File: config.mk
export PLATFORM = sky130hd
export DESIGN_NAME = uart_rx_ctrl_flat
export DESIGN_NICKNAME = d
export VERILOG_FILES = /design/src/rtl/uart_rx_ctrl_if.sv /design/src/rtl/uart_rx_ctrl.sv /design/src/flat_wrapper.sv
export SDC_FILE = /design/constraint.sdc
export NUM_CORES = 1
export LEC_CHECK = 0
export BUFFER_PORTS_ARGS = -buffer_cell sky130_fd_sc_hd__buf_4
export CELL_PAD_IN_SITES_DETAIL_PLACEMENT = 1
export CELL_PAD_IN_SITES_GLOBAL_PLACEMENT = 1
export CORE_ASPECT_RATIO = 1.4
export CORE_MARGIN = 10
export CORE_UTILIZATION = 49
export CTS_CLUSTER_DIAMETER = 60
export DETAILED_ROUTE_END_ITERATION = 10
export PLACE_DENSITY = 0.8
export SYNTH_ARGS = -nofsm -noshare
export SYNTH_HDL_FRONTEND = slang
export SYNTH_SLANG_ARGS = --single-unit
File: constraint.sdc
create_clock -name clk -period 3.73 [get_ports clk]
set_clock_uncertainty 0.05 [all_clocks]
set_input_delay 0.746 -clock clk [delete_from_list [all_inputs] [get_ports clk]]
set_output_delay 0.746 -clock clk [all_outputs]
set_load 0.05 [all_outputs]
File: src/rtl/uart_rx_ctrl_if.sv
// Serial-receive bundle between the rx pad, the receive sequencer and the RX FIFO/CPU register.
// The receiver uses the slave modport; whatever drives the line uses the master modport.
interface uart_rx_ctrl_if;
    logic       rx;
    logic [7:0] rx_data;
    logic       rx_valid;
    logic       parity_error;
    logic       framing_error;
    logic       busy;

    modport slave (
        input  rx,
        output rx_data,
        output rx_valid,
        output parity_error,
        output framing_error,
        output busy
    );

    modport master (
        output rx,
        input  rx_data,
        input  rx_valid,
        input  parity_error,
        input  framing_error,
        input  busy
    );
endinterface

File: src/rtl/uart_rx_ctrl.sv
// UART receive sequencer: start detect, mid-bit sampling, LSB-first byte capture, stop/parity check.
// Define UART_RX_PARITY_EN to add an even-parity bit between the data bits and the stop bit.
module uart_rx_ctrl #(
    parameter int CLKS_PER_BIT = 434,
    parameter int CNT_W        = 16
) (
    input  logic           clk,
    input  logic           reset,
    uart_rx_ctrl_if.slave  io_bus
);

    localparam logic [CNT_W-1:0] LP_CNT_LAST = CNT_W'(CLKS_PER_BIT - 1);
    localparam logic [CNT_W-1:0] LP_CNT_HALF = CNT_W'((CLKS_PER_BIT / 2) - 1);

    typedef enum logic [2:0] {
        S_IDLE,
        S_START,
        S_DATA,
`ifdef UART_RX_PARITY_EN
        S_PARITY,
`endif
        S_STOP,
        S_DONE
    } state_t;

    state_t           r_state;
    state_t           w_state_nxt;
    logic             r_rx_meta;
    logic             r_rx_s;
    logic [CNT_W-1:0] r_cnt;
    logic [CNT_W-1:0] w_cnt_nxt;
    logic [2:0]       r_bit_idx;
    logic [7:0]       r_shreg;
    logic [7:0]       r_rx_data;
    logic             r_rx_valid;
    logic             r_parity_error;
    logic             r_framing_error;
    logic             w_bit_tick;
    logic             w_half_tick;
    logic             w_shift;
    logic             w_load;
    logic             w_par_err;
`ifdef UART_RX_PARITY_EN
    logic             r_par_bit;
    logic             w_par_latch;
`endif

    assign w_bit_tick  = (r_cnt == LP_CNT_LAST);
    assign w_half_tick = (r_cnt == LP_CNT_HALF);

    always_comb begin
        w_state_nxt = r_state;
        w_cnt_nxt   = r_cnt + CNT_W'(1);
        w_shift     = 1'b0;
        w_load      = 1'b0;
`ifdef UART_RX_PARITY_EN
        w_par_latch = 1'b0;
`endif
        case (r_state)
            S_IDLE: begin
                w_cnt_nxt = '0;
                if (!r_rx_s) begin
                    w_state_nxt = S_START;
                end
            end
            S_START: begin
                // Re-check the line at half a bit so every later tick lands mid-bit.
                if (w_half_tick) begin
                    w_cnt_nxt   = '0;
                    w_state_nxt = r_rx_s ? S_IDLE : S_DATA;
                end
            end
            S_DATA: begin
                if (w_bit_tick) begin
                    w_cnt_nxt = '0;
                    w_shift   = 1'b1;
                    if (r_bit_idx == 3'd7) begin
`ifdef UART_RX_PARITY_EN
                        w_state_nxt = S_PARITY;
`else
                        w_state_nxt = S_STOP;
`endif
                    end
                end
            end
`ifdef UART_RX_PARITY_EN
            S_PARITY: begin
                if (w_bit_tick) begin
                    w_cnt_nxt   = '0;
                    w_par_latch = 1'b1;
                    w_state_nxt = S_STOP;
                end
            end
`endif
            S_STOP: begin
                if (w_bit_tick) begin
                    w_cnt_nxt   = '0;
                    w_load      = 1'b1;
                    w_state_nxt = S_DONE;
                end
            end
            S_DONE: begin
                w_cnt_nxt   = '0;
                w_state_nxt = S_IDLE;
            end
            default: begin
                w_cnt_nxt   = '0;
                w_state_nxt = S_IDLE;
            end
        endcase
    end

    // Parity comparator only matters on the frame-completion strobe.
`ifdef UART_RX_PARITY_EN
    assign w_par_err = w_load & (r_par_bit ^ (^r_shreg));
`else
    assign w_par_err = 1'b0;
`endif

    always_ff @(posedge clk) begin
        if (reset) begin
            r_rx_meta       <= 1'b1;
            r_rx_s          <= 1'b1;
            r_state         <= S_IDLE;
            r_cnt           <= '0;
            r_bit_idx       <= '0;
            r_rx_data       <= '0;
            r_rx_valid      <= 1'b0;
            r_parity_error  <= 1'b0;
            r_framing_error <= 1'b0;
        end else begin
            r_rx_meta  <= io_bus.rx;
            r_rx_s     <= r_rx_meta;
            r_state    <= w_state_nxt;
            r_cnt      <= w_cnt_nxt;
            r_rx_valid <= w_load;
            if (r_state == S_IDLE) begin
                r_bit_idx <= '0;
            end else if (w_shift) begin
                r_bit_idx <= (r_bit_idx == 3'd7) ? 3'd0 : r_bit_idx + 3'd1;
            end
            // Outputs register on the stop-bit tick, so rx_valid is high during DONE.
            if (w_load) begin
                r_rx_data       <= r_shreg;
                r_parity_error  <= w_par_err;
                r_framing_error <= ~r_rx_s;
            end
        end
    end

    always_ff @(posedge clk) begin
        if (w_shift) begin
            r_shreg[r_bit_idx] <= r_rx_s;
        end
`ifdef UART_RX_PARITY_EN
        if (w_par_latch) begin
            r_par_bit <= r_rx_s;
        end
`endif
    end

    assign io_bus.rx_data       = r_rx_data;
    assign io_bus.rx_valid      = r_rx_valid;
    assign io_bus.parity_error  = r_parity_error;
    assign io_bus.framing_error = r_framing_error;
    assign io_bus.busy          = (r_state != S_IDLE);

endmodule

File: src/flat_wrapper.sv
// flat-port wrapper written by rule: the top's interface ports become plain ports
module uart_rx_ctrl_flat 
#(
    parameter int CLKS_PER_BIT = 434,
    parameter int CNT_W        = 16
)
  (clk, reset, io_bus_rx, io_bus_rx_data, io_bus_rx_valid, io_bus_parity_error, io_bus_framing_error, io_bus_busy);
  uart_rx_ctrl_if io_bus_i ();
  input  logic clk;
  input  logic reset;
  input wire logic [$bits(io_bus_i.rx)-1:0] io_bus_rx;
  output wire logic [$bits(io_bus_i.rx_data)-1:0] io_bus_rx_data;
  output wire logic [$bits(io_bus_i.rx_valid)-1:0] io_bus_rx_valid;
  output wire logic [$bits(io_bus_i.parity_error)-1:0] io_bus_parity_error;
  output wire logic [$bits(io_bus_i.framing_error)-1:0] io_bus_framing_error;
  output wire logic [$bits(io_bus_i.busy)-1:0] io_bus_busy;
  assign io_bus_i.rx = io_bus_rx;
  assign io_bus_rx_data = io_bus_i.rx_data;
  assign io_bus_rx_valid = io_bus_i.rx_valid;
  assign io_bus_parity_error = io_bus_i.parity_error;
  assign io_bus_framing_error = io_bus_i.framing_error;
  assign io_bus_busy = io_bus_i.busy;
  uart_rx_ctrl #(.CLKS_PER_BIT(CLKS_PER_BIT), .CNT_W(CNT_W)) u_core (.clk(clk), .reset(reset), .io_bus(io_bus_i));
endmodule
After elaboration in Yosys (flattened, before gate mapping)
Cells that the tools add are included.

Add/sub/neg operators: 2. Magnitude comparators: 2. Equality and inequality tests: 11. Muxes and demuxes: 17. Bitwise operators: 1. Reductions and logical operators: 6.

Operators with widths (count): 16-bit two-way mux (2); 16-bit case mux with 2 select lines (1); 3-bit two-way mux (6); 16-bit by 1-bit adder with 16-bit output (second input constant) (1); 16-bit by 8-bit equality test with 1-bit output (second input constant) (1); 16-bit by 9-bit equality test with 1-bit output (second input constant) (1); 3-bit case mux with 4 select lines (1); 8-bit bitwise mux (1); 2-bit by 1-bit != test with 1-bit output (second input constant) (4); 3-bit by 2-bit equality test with 1-bit output (second input constant) (2); 5-bit AND reduction (1); 3-bit by 4-bit < comparator with 1-bit output (second input constant) (1); 1-bit two-way mux (4); 2-bit OR reduction (2); 3-bit by 1-bit adder with 3-bit output (second input constant) (1); 1-bit demux with 3-bit select (1); 3-bit by 1-bit equality test with 1-bit output (second input constant) (1); 3-bit equality test (second input constant) (1); 3-bit by 1-bit >= comparator with 1-bit output (second input constant) (1); 3-bit logical NOT (1); 3-bit nonzero test (1); 2-bit two-way mux (1); 2-bit != test (second input constant) (1); 1-bit logical AND (1); 1-bit inverter (1).

Register bits: 42. Input bits: 3. Word-level logic and storage cells: 48.

Depth between registers and ports, before layout
Gate-level depths: netlist of the first run.

Depth in word-level cells: 5. Depth in mapped cells: 8. Depth with buffers taken out: 6.

Least setup slack after synthesis of the first run
OpenSTA, ideal clock, no wires.

Kind: register to register. Start point: register u_core.r_cnt[2]. End point: register u_core.r_cnt[10]. Library setup time: 138 ps. Data arrival time: 2073 ps. Data required time: 3542 ps. Path slack: 1469 ps. Stages on the path, launching flop included: 7. Buffers on the path: 2. Path through: dfxtp_1 or4_4 or4_4 buf_6 a32oi_4 buf_8 nor3_2.

Cells in the longest elaborated chain, start to end: 3. Elaborated cells between the ends (all ways): 6.

Ends and longest elaborated chain: start, declared (line uart_rx_ctrl.sv:30) `logic [CNT_W-1:0] r_cnt;`; start signal, assigned (line uart_rx_ctrl.sv:135) `r_cnt <= w_cnt_nxt;`; 16-bit by 1-bit adder with 16-bit output, or another cell as far along (line uart_rx_ctrl.sv:53) `w_cnt_nxt = r_cnt + CNT_W'(1);`; 16-bit two-way mux, on equally long branches (line uart_rx_ctrl.sv:74, uart_rx_ctrl.sv:96, uart_rx_ctrl.sv:68); 16-bit case mux with 2 select lines * (line uart_rx_ctrl.sv:59) `case (r_state)`.

Every way passes the cells marked *; elsewhere a longest branch is shown, timed or not. A chain may end at the register's enable or synchronous reset.

Worst setup path after layout of the first run
Start point: register u_core.r_cnt[2]. End point: register u_core.r_state[1].

Cells in the longest elaborated chain, start to end: 3. Elaborated cells between the ends (all ways): 6.

Ends and longest elaborated chain: 16-bit by 9-bit equality test with 1-bit output / 16-bit by 8-bit equality test with 1-bit output (equally long branches) (line uart_rx_ctrl.sv:48, uart_rx_ctrl.sv:49); 2-bit by 1-bit != test with 1-bit output (no line); 5-bit AND reduction (no line) *; end signal, assigned (line uart_rx_ctrl.sv:134) `r_state <= w_state_nxt;`; end, declared (line uart_rx_ctrl.sv:26) `state_t r_state;`.

Marked as above.

==> results.sh, run 1 <==
export IMPL_run_status="complete, no violations"
export IMPL_synth_edf_count=8
export IMPL_antenna_found_initial=0
export IMPL_post_cts_resize_count=0
export IMPL_dieArea_um2=7120
export IMPL_worst_slew_pin_transition_ps=772
export IMPL_timing_slew_headroom_pct=48.5
export IMPL_pre_cts_slack_ps=1100
export IMPL_post_synth_main_area_contributors="dfxtp_1 34%, edfxtp_1 12%, nor3_2 5.0%"
export IMPL_core_area_um2=3950
export IMPL_maxCapViolations=0
export IMPL_detailedRoute_firstPassIterationCount=4
export IMPL_initial_standard_cell_utilization_of_the_core_pct=51.0
export IMPL_gr_total_overflow=0
export IMPL_hold_viol=0
export IMPL_die_height_um=95.9
export IMPL_cp_data_arrival_time_ps=2830
export IMPL_syn_nets=218
export IMPL_worst_r2r_setup_slack_ps=1090
export IMPL_netlist_area_um2=2020
export IMPL_power_ir_vdd_worst_mv=0.279
export IMPL_final_min_period_over_clock_period_pct=70.8
export IMPL_grt_pass1_vias=1654
export IMPL_floorplan_io_pins=15
export IMPL_setup_total_negative_slack_ps=0
export IMPL_num_vias=1584
export IMPL_worstHoldPathType="flop to flop"
export IMPL_path_class="flop to flop"
export IMPL_synth_top_area_share_pct=33.7
export IMPL_clk_root_buffer_cell="clkbuf_8"
export IMPL_grt_start_max_net_pins=19
export IMPL_clockBufferDepth=2
export IMPL_share_of_final_layout_standard_cells_stronger_than_drive_strength_1_pct=18.4
export IMPL_via_per_inst=6.09
export IMPL_areaGrowthSynthToFinish_pct=8.25
export IMPL_setup_worst_path_start_class="flop"
export IMPL_fillerInstances=449
export IMPL_number_of_clock_buffers_inserted_by_tritoncts=5
export IMPL_insertedDiodeCount=0
export IMPL_post_synth_num_cell_types=45
export IMPL_clk_insertion_delay_late_ps=290
export IMPL_gpl_final_weighted_congestion=0.747
export IMPL_track_usage_pct=14.7
export IMPL_detail_route_drc_violations=0
export IMPL_synth_ff_type="dfxtp_1"
export IMPL_drtAntennaViolNets=0
export IMPL_clk_pin_slew_worst_setup_hold_paths_ps=80
export IMPL_final_net_count=224
export IMPL_timing_critical_path_fanout_max=18
export IMPL_grt_first_pass_wirelength_mm=8.18
export IMPL_hold_slack_ps=372
export IMPL_number_of_sinks_on_the_clock_net=42
export IMPL_routed_wirelength_mm=4.85
export IMPL_number_of_pins_exceeding_their_max_slew_limit_in_the_final_report=0
export IMPL_cts_htree_levels=2
export IMPL_grt_setup_unrepaired="no"
export IMPL_port_buffer_count=13
export IMPL_power_leakage_nw=0.664
export IMPL_floorplan_rows=27
export IMPL_powerDensity_nw_per_um2=352
export IMPL_die_w_um=74.2
export IMPL_first_iter_violations=106
export IMPL_worst_setup_path_end_kind="flop"
export IMPL_final_critical_path_setup_slack_ps=1090
export IMPL_cts_hold_buf=0
export IMPL_finalCriticalPeriod_ps=2640
export IMPL_mean_instance_size_in_the_synthesized_netlist_um2=9.60
export IMPL_detailedPlacementHpwl_mm=3.51
export IMPL_design_power_total_w=0.000768
export IMPL_netlist_instances=210
export IMPL_utilization_pct=55.2
export IMPL_max_clock_freq_mhz=379
export IMPL_tritoncts="yes"
export IMPL_ys_warnings_count=0
export IMPL_timing_final_setup_violations=0
export IMPL_worstPathRequired_ps=3920
export IMPL_asyncSetResetFlopFracSynth_pct=0
export IMPL_ys_ff_latch=42
export IMPL_route_detailed_wl_per_inst_um=18.6
export IMPL_synth_top_area_cell="dfxtp_1"
export IMPL_synth_sequential_area_ratio_pct=45.7
export IMPL_post_cts_setup_buffer_count=0
[per-stage QoR]
step | instance area (µm²) | cells
finish | 2180 | 260
global route | 2180 | 260
CTS | 2180 | 260
detailed placement | 2100 | 252
global placement | 2100 | 252
floorplan | 2020 | 210
[cells by family (layout without fill, tap and decap cells)]
logic type | count (synthesis) | count (layout) | share of synthesized area (%)
XOR/XNOR | 10 | 10 | 4.34
flip-flops | 42 | 42 | 45.7
AO/OA/AOI/OAI | 40 | 40 | 12.5
adder cells (fa/ha/maj) | 5 | 5 | 3.10
multiplexers | 1 | 1 | 0.496
other | 1 | 1 | 0.186
buffers and inverters | 19 | 26 | 4.78
AND/OR/NAND/NOR | 92 | 92 | 28.9
[power breakdown]
part	switching, W	internal, W	total (W)
logic	0.0000132	0.00000540	0.0000186
clock network	0.000156	0.000128	0.000285
registers	0.00000258	0.000462	0.000465
total	0.000172	0.000596	0.000768
[layout by cell type, fill, tap and decap left out, drive strengths merged, types with 2 or more instances in the layout]
| cell type | Yosys | final |
|---|---|---|
| a211oi | 6 | 6 |
| a21oi | 13 | 13 |
| and2 | 2 | 2 |
| and3 | 2 | 2 |
| buf | 4 | 15 |
| clkbuf | 12 | 5 |
| clkinv | 0 | 2 |
| dfxtp | 34 | 34 |
| edfxtp | 8 | 8 |
| ha | 5 | 5 |
| inv | 3 | 3 |
| nand2 | 9 | 9 |
| nand2b | 6 | 6 |
| nand3 | 14 | 14 |
| nand4 | 6 | 6 |
| nand4b | 2 | 2 |
| nor2 | 8 | 8 |
| nor2b | 2 | 2 |
| nor3 | 18 | 18 |
| nor4 | 4 | 4 |
| o21ai | 16 | 16 |
| or2 | 2 | 2 |
| or3 | 4 | 4 |
| or3b | 2 | 2 |
| or4 | 7 | 7 |
| xnor2 | 6 | 6 |
| xor2 | 4 | 4 |
[synth_stat cells (2+ instances only)]
cell	n
o21ai_0	15
or2_2	2
nand4_1	6
nor2_1	8
nor3_1	8
nor3_2	10
dfxtp_1	34
nand4b_1	2
nand2_1	9
clkbuf_1	11
ha_1	5
edfxtp_1	8
a211oi_1	6
nor4_1	4
a21oi_1	13
xnor2_1	6
or4_1	4
inv_1	3
nand3_1	14
nand2b_1	6
and3_1	2
nor2b_1	2
or4_4	3
or3b_2	2
or3_1	4
xor2_1	4
[metal layers]
metal	track usage [%]	share of wire, %
met2	27.8	56
met1	14.4	39
met5	0	0
met4	6.73	2.1
met3	3.71	2.9
[critical path, stage by stage, from the launching register on]
cell,delay (ps)
dfxtp_1,350
or4_4,570
or4_4,670
a32oi_4,680
a32o_1,260
[cell type report]
| type | instances | area [µm²] | share of cell area (%) |
|---|---|---|---|
| Multi-Input combinational cell | 149 | 1000 | 45.8 |
| Clock inverter | 3 | 16.3 | 0.745 |
| Tap cell | 43 | 53.8 | 2.46 |
| Clock buffer | 5 | 68.8 | 3.15 |
| Inverter | 3 | 11.3 | 0.516 |
| Sequential cell | 42 | 921 | 42.2 |
| Timing Repair Buffer | 15 | 113 | 5.16 |
[sequential cells by signal, indices dropped and copies added (netlist names)]
register	count
u_core.r_bit_idx	3
u_core.r_shreg	8
u_core.io_bus.rx_valid	1
u_core.r_state	3
u_core.r_rx_meta	1
u_core.r_cnt	16
u_core.r_rx_s	1
u_core.io_bus.rx_data	8
u_core.io_bus.framing_error	1
[worst paths after layout]
path	startpoint	end	cells after the start
min	u_core.r_rx_meta$_SDFF_PP1_	u_core.r_rx_s$_SDFF_PP1_	1
max reg2reg	u_core.r_cnt[2]$_SDFF_PP0_	u_core.r_state[1]$_SDFFE_PP0P_	4
min reg2reg	u_core.r_rx_meta$_SDFF_PP1_	u_core.r_rx_s$_SDFF_PP1_	1
max	u_core.r_cnt[2]$_SDFF_PP0_	u_core.r_state[1]$_SDFFE_PP0P_	4
(Power assumes the default switching activity.)
==> run 2, diff against run 1 <==
--- a/config.mk
+++ b/config.mk
@@ -10,10 +10,10 @@
 export CELL_PAD_IN_SITES_GLOBAL_PLACEMENT = 1
 export CORE_ASPECT_RATIO = 1.4
 export CORE_MARGIN = 10
-export CORE_UTILIZATION = 49
+export CORE_UTILIZATION = 41
 export CTS_CLUSTER_DIAMETER = 60
 export DETAILED_ROUTE_END_ITERATION = 10
-export PLACE_DENSITY = 0.8
+export PLACE_DENSITY = 0.71
 export SYNTH_ARGS = -nofsm -noshare
 export SYNTH_HDL_FRONTEND = slang
 export SYNTH_SLANG_ARGS = --single-unit
==> constraint.sdc (replaced) <==
create_clock -name clk -period 2.15 [get_ports clk]
set_clock_uncertainty 0.05 [all_clocks]
set_input_delay 0.43 -clock clk [delete_from_list [all_inputs] [get_ports clk]]
set_output_delay 0.43 -clock clk [all_outputs]
set_load 0.05 [all_outputs]
==> run 2 against run 1 <==
Against the previous run:
- the flow now finishes with violations (negative setup slack)
- die area grew 15%
- worst hold slack worse by 100 ps
- final cell count grew 15%
- sequential cell count did not move
- core utilization shrank 4.2 points
- final area is 12% higher
- power increased by 100%
- clock-buffer cell count is the same
- wire length is 8.8% higher
- critical path type unchanged
- largest cell class unchanged
==> results.sh, run 2 (synthesis results as in run 1) <==
export IMPL_run_status="complete, but fails checks"
export IMPL_failing_checks="negative setup slack"
export IMPL_worstPathRequired_ps=2270
export IMPL_core_area_um2=4800
export IMPL_number_of_sinks_on_the_clock_net=42
export IMPL_gr_met2_demand_resource_pct=27.6
export IMPL_finalCriticalPeriod_ps=2190
export IMPL_detailedRoute_firstPassIterationCount=4
export IMPL_largest_reg_flops=16
export IMPL_final_net_count=243
export IMPL_first_iter_violations=88
export IMPL_crit_path_top_delay_cell="or4_4"
export IMPL_number_of_clock_buffers_inserted_by_tritoncts=5
export IMPL_areaGrowthSynthToFinish_pct=21.5
export IMPL_hold_path_cell_count=2
export IMPL_via_per_inst=5.60
export IMPL_cp_common_cell="or4_4"
export IMPL_clockBufferDepth=2
export IMPL_design_power_total_w=0.00157
export IMPL_gr_total_overflow=0
export IMPL_critical_path_max_stage_delay_ps=620
export IMPL_worst_setup_path_end_kind="flop"
export IMPL_mostFrequentLayoutCells="32 x buf_4, 31 x dfxtp_1, 14 x nand3_1"
export IMPL_crit_reg2reg_launch="u_core.r_cnt[10]$_SDFF_PP0_"
export IMPL_path_cells="or4_4 > or4_4 > a32oi_4 > buf_12 > a211oi_1"
export IMPL_use_met3_pct=2.88
export IMPL_timing_final_setup_violations=18
export IMPL_grt_util_met1_pct=13.2
export IMPL_grt_setup_unrepaired="yes"
export IMPL_cts_htree_levels=2
export IMPL_dieArea_um2=8160
export IMPL_hold_viol=0
export IMPL_antenna_found_initial=0
export IMPL_path_class="flop to flop"
export IMPL_tritoncts="yes"
export IMPL_initial_standard_cell_utilization_of_the_core_pct=42.0
export IMPL_final_critical_path_setup_slack_ps=-42.7
export IMPL_ff2ff_path_depth=5
export IMPL_cp_data_arrival_time_ps=2320
export IMPL_setup_worst_path_start_class="flop"
export IMPL_hold_slack_ps=271
export IMPL_power_ir_vdd_worst_mv=0.316
export IMPL_drtAntennaViolNets=0
export IMPL_mostFrequentLayoutCell="buf_4"
export IMPL_routed_wirelength_mm=5.27
export IMPL_die_w_um=79.3
export IMPL_pre_cts_slack_ps=-37.9
export IMPL_num_vias=1680
export IMPL_max_clock_freq_mhz=456
export IMPL_clk_pin_slew_worst_setup_hold_paths_ps=80
export IMPL_detail_route_drc_violations=0
export IMPL_detailedPlacementHpwl_mm=3.98
export IMPL_port_buffer_count=13
export IMPL_route_detailed_wl_per_inst_um=17.6
export IMPL_grt_pass1_vias=1838
export IMPL_floorplan_io_pins=15
export IMPL_gpl_final_weighted_congestion=0.810
export IMPL_share_of_final_layout_standard_cells_stronger_than_drive_strength_1_pct=28.8
export IMPL_worstHoldPathType="input port to flop"
export IMPL_crit_start="u_core.r_cnt[10]$_SDFF_PP0_"
export IMPL_floorplan_rows=30
export IMPL_insertedDiodeCount=0
export IMPL_powerDensity_nw_per_um2=641
export IMPL_grt_first_pass_wirelength_mm=9.01
export IMPL_globalRoute_busiestLayer="met2"
export IMPL_maxCapViolations=0
export IMPL_die_height_um=103
export IMPL_largest_register="u_core.r_cnt"
export IMPL_worstHoldStart="io_bus_rx"
export IMPL_track_usage_pct=13.9
export IMPL_clk_insertion_delay_late_ps=290
export IMPL_grt_start_max_net_pins=19
export IMPL_clk_root_buffer_cell="clkbuf_8"
export IMPL_final_min_period_over_clock_period_pct=102
export IMPL_timing_critical_path_fanout_max=16
export IMPL_number_of_pins_exceeding_their_max_slew_limit_in_the_final_report=0
export IMPL_power_leakage_nw=0.797
run 2: changes by cell type in the layout (fill, tap and decap cells not counted), moves of 2 or more:
cell and change:
o21ai_1 +8, dfxtp_1 -3, dfxtp_2 +3, buf_4 +17
nor4_2 +2, bufinv_16 +2, o21ai_0 -8, nor4_1 -2
run 2: critical path, delay by kind of cell (launching register included):
family | cells | cell delay, ps
buffers and inverters | 1 | 200
and+or+nand+nor | 2 | 1180
DFF | 1 | 330
AOI/OAI and AO/OA | 2 | 310
run 2: path summary, 6_finish.rpt:
| kind | to | slack (ps) |
|---|---|---|
| max | u_core.r_cnt[11]$_SDFF_PP0_ | -40 |
| min reg2reg | u_core.r_rx_s$_SDFF_PP1_ | 370 |
| max reg2reg | u_core.r_cnt[11]$_SDFF_PP0_ | -40 |
| min | u_core.r_rx_meta$_SDFF_PP1_ | 270 |
run 2: routing by layer:
metal,share of wire [%],vias up
met5,0,-
met4,2.2,0
met3,3.1,10
met2,58,20
met1,37,833
li1,-,817
run 2: repair_timing:
item,CTS,global route
hold buffers,0,0
gates resized for setup,3,12
pin swaps,3,2
setup endpoints to repair,22,35
buffers inserted,1,0
run 2: power breakdown:
group	switching (W)	internal (W)	leakage, nW
Clock	0.000268	0.000459	0.0658
Combinational	0.0000240	0.0000132	0.385
Sequential	0.00000421	0.000802	0.346
Total	0.000296	0.00127	0.797
run 2: through the flow:
step | instances | TNS [ps] | area, µm² | util (%)
2_1_floorplan | 210 | -583 | 2020 | -
3_3_place_gp | 291 | 0 | 2280 | 47.4
3_5_place_dp | 291 | -184 | 2280 | 47.4
4_1_cts | 300 | -94.0 | 2430 | 50.5
5_1_grt | 300 | -1680 | 2450 | 51.0
6_report | 300 | -434 | 2450 | 51.0
run 2: final cells by class:
class                      count  area [µm²]
timing repair buffer          34         272
fill                         581        2350
sequential                    42         925
clock inverter                 3        63.8
clock buffer                   5        68.8
tap                           64        80.1
inverter                       3        11.3
multi-input combinational    149        1030
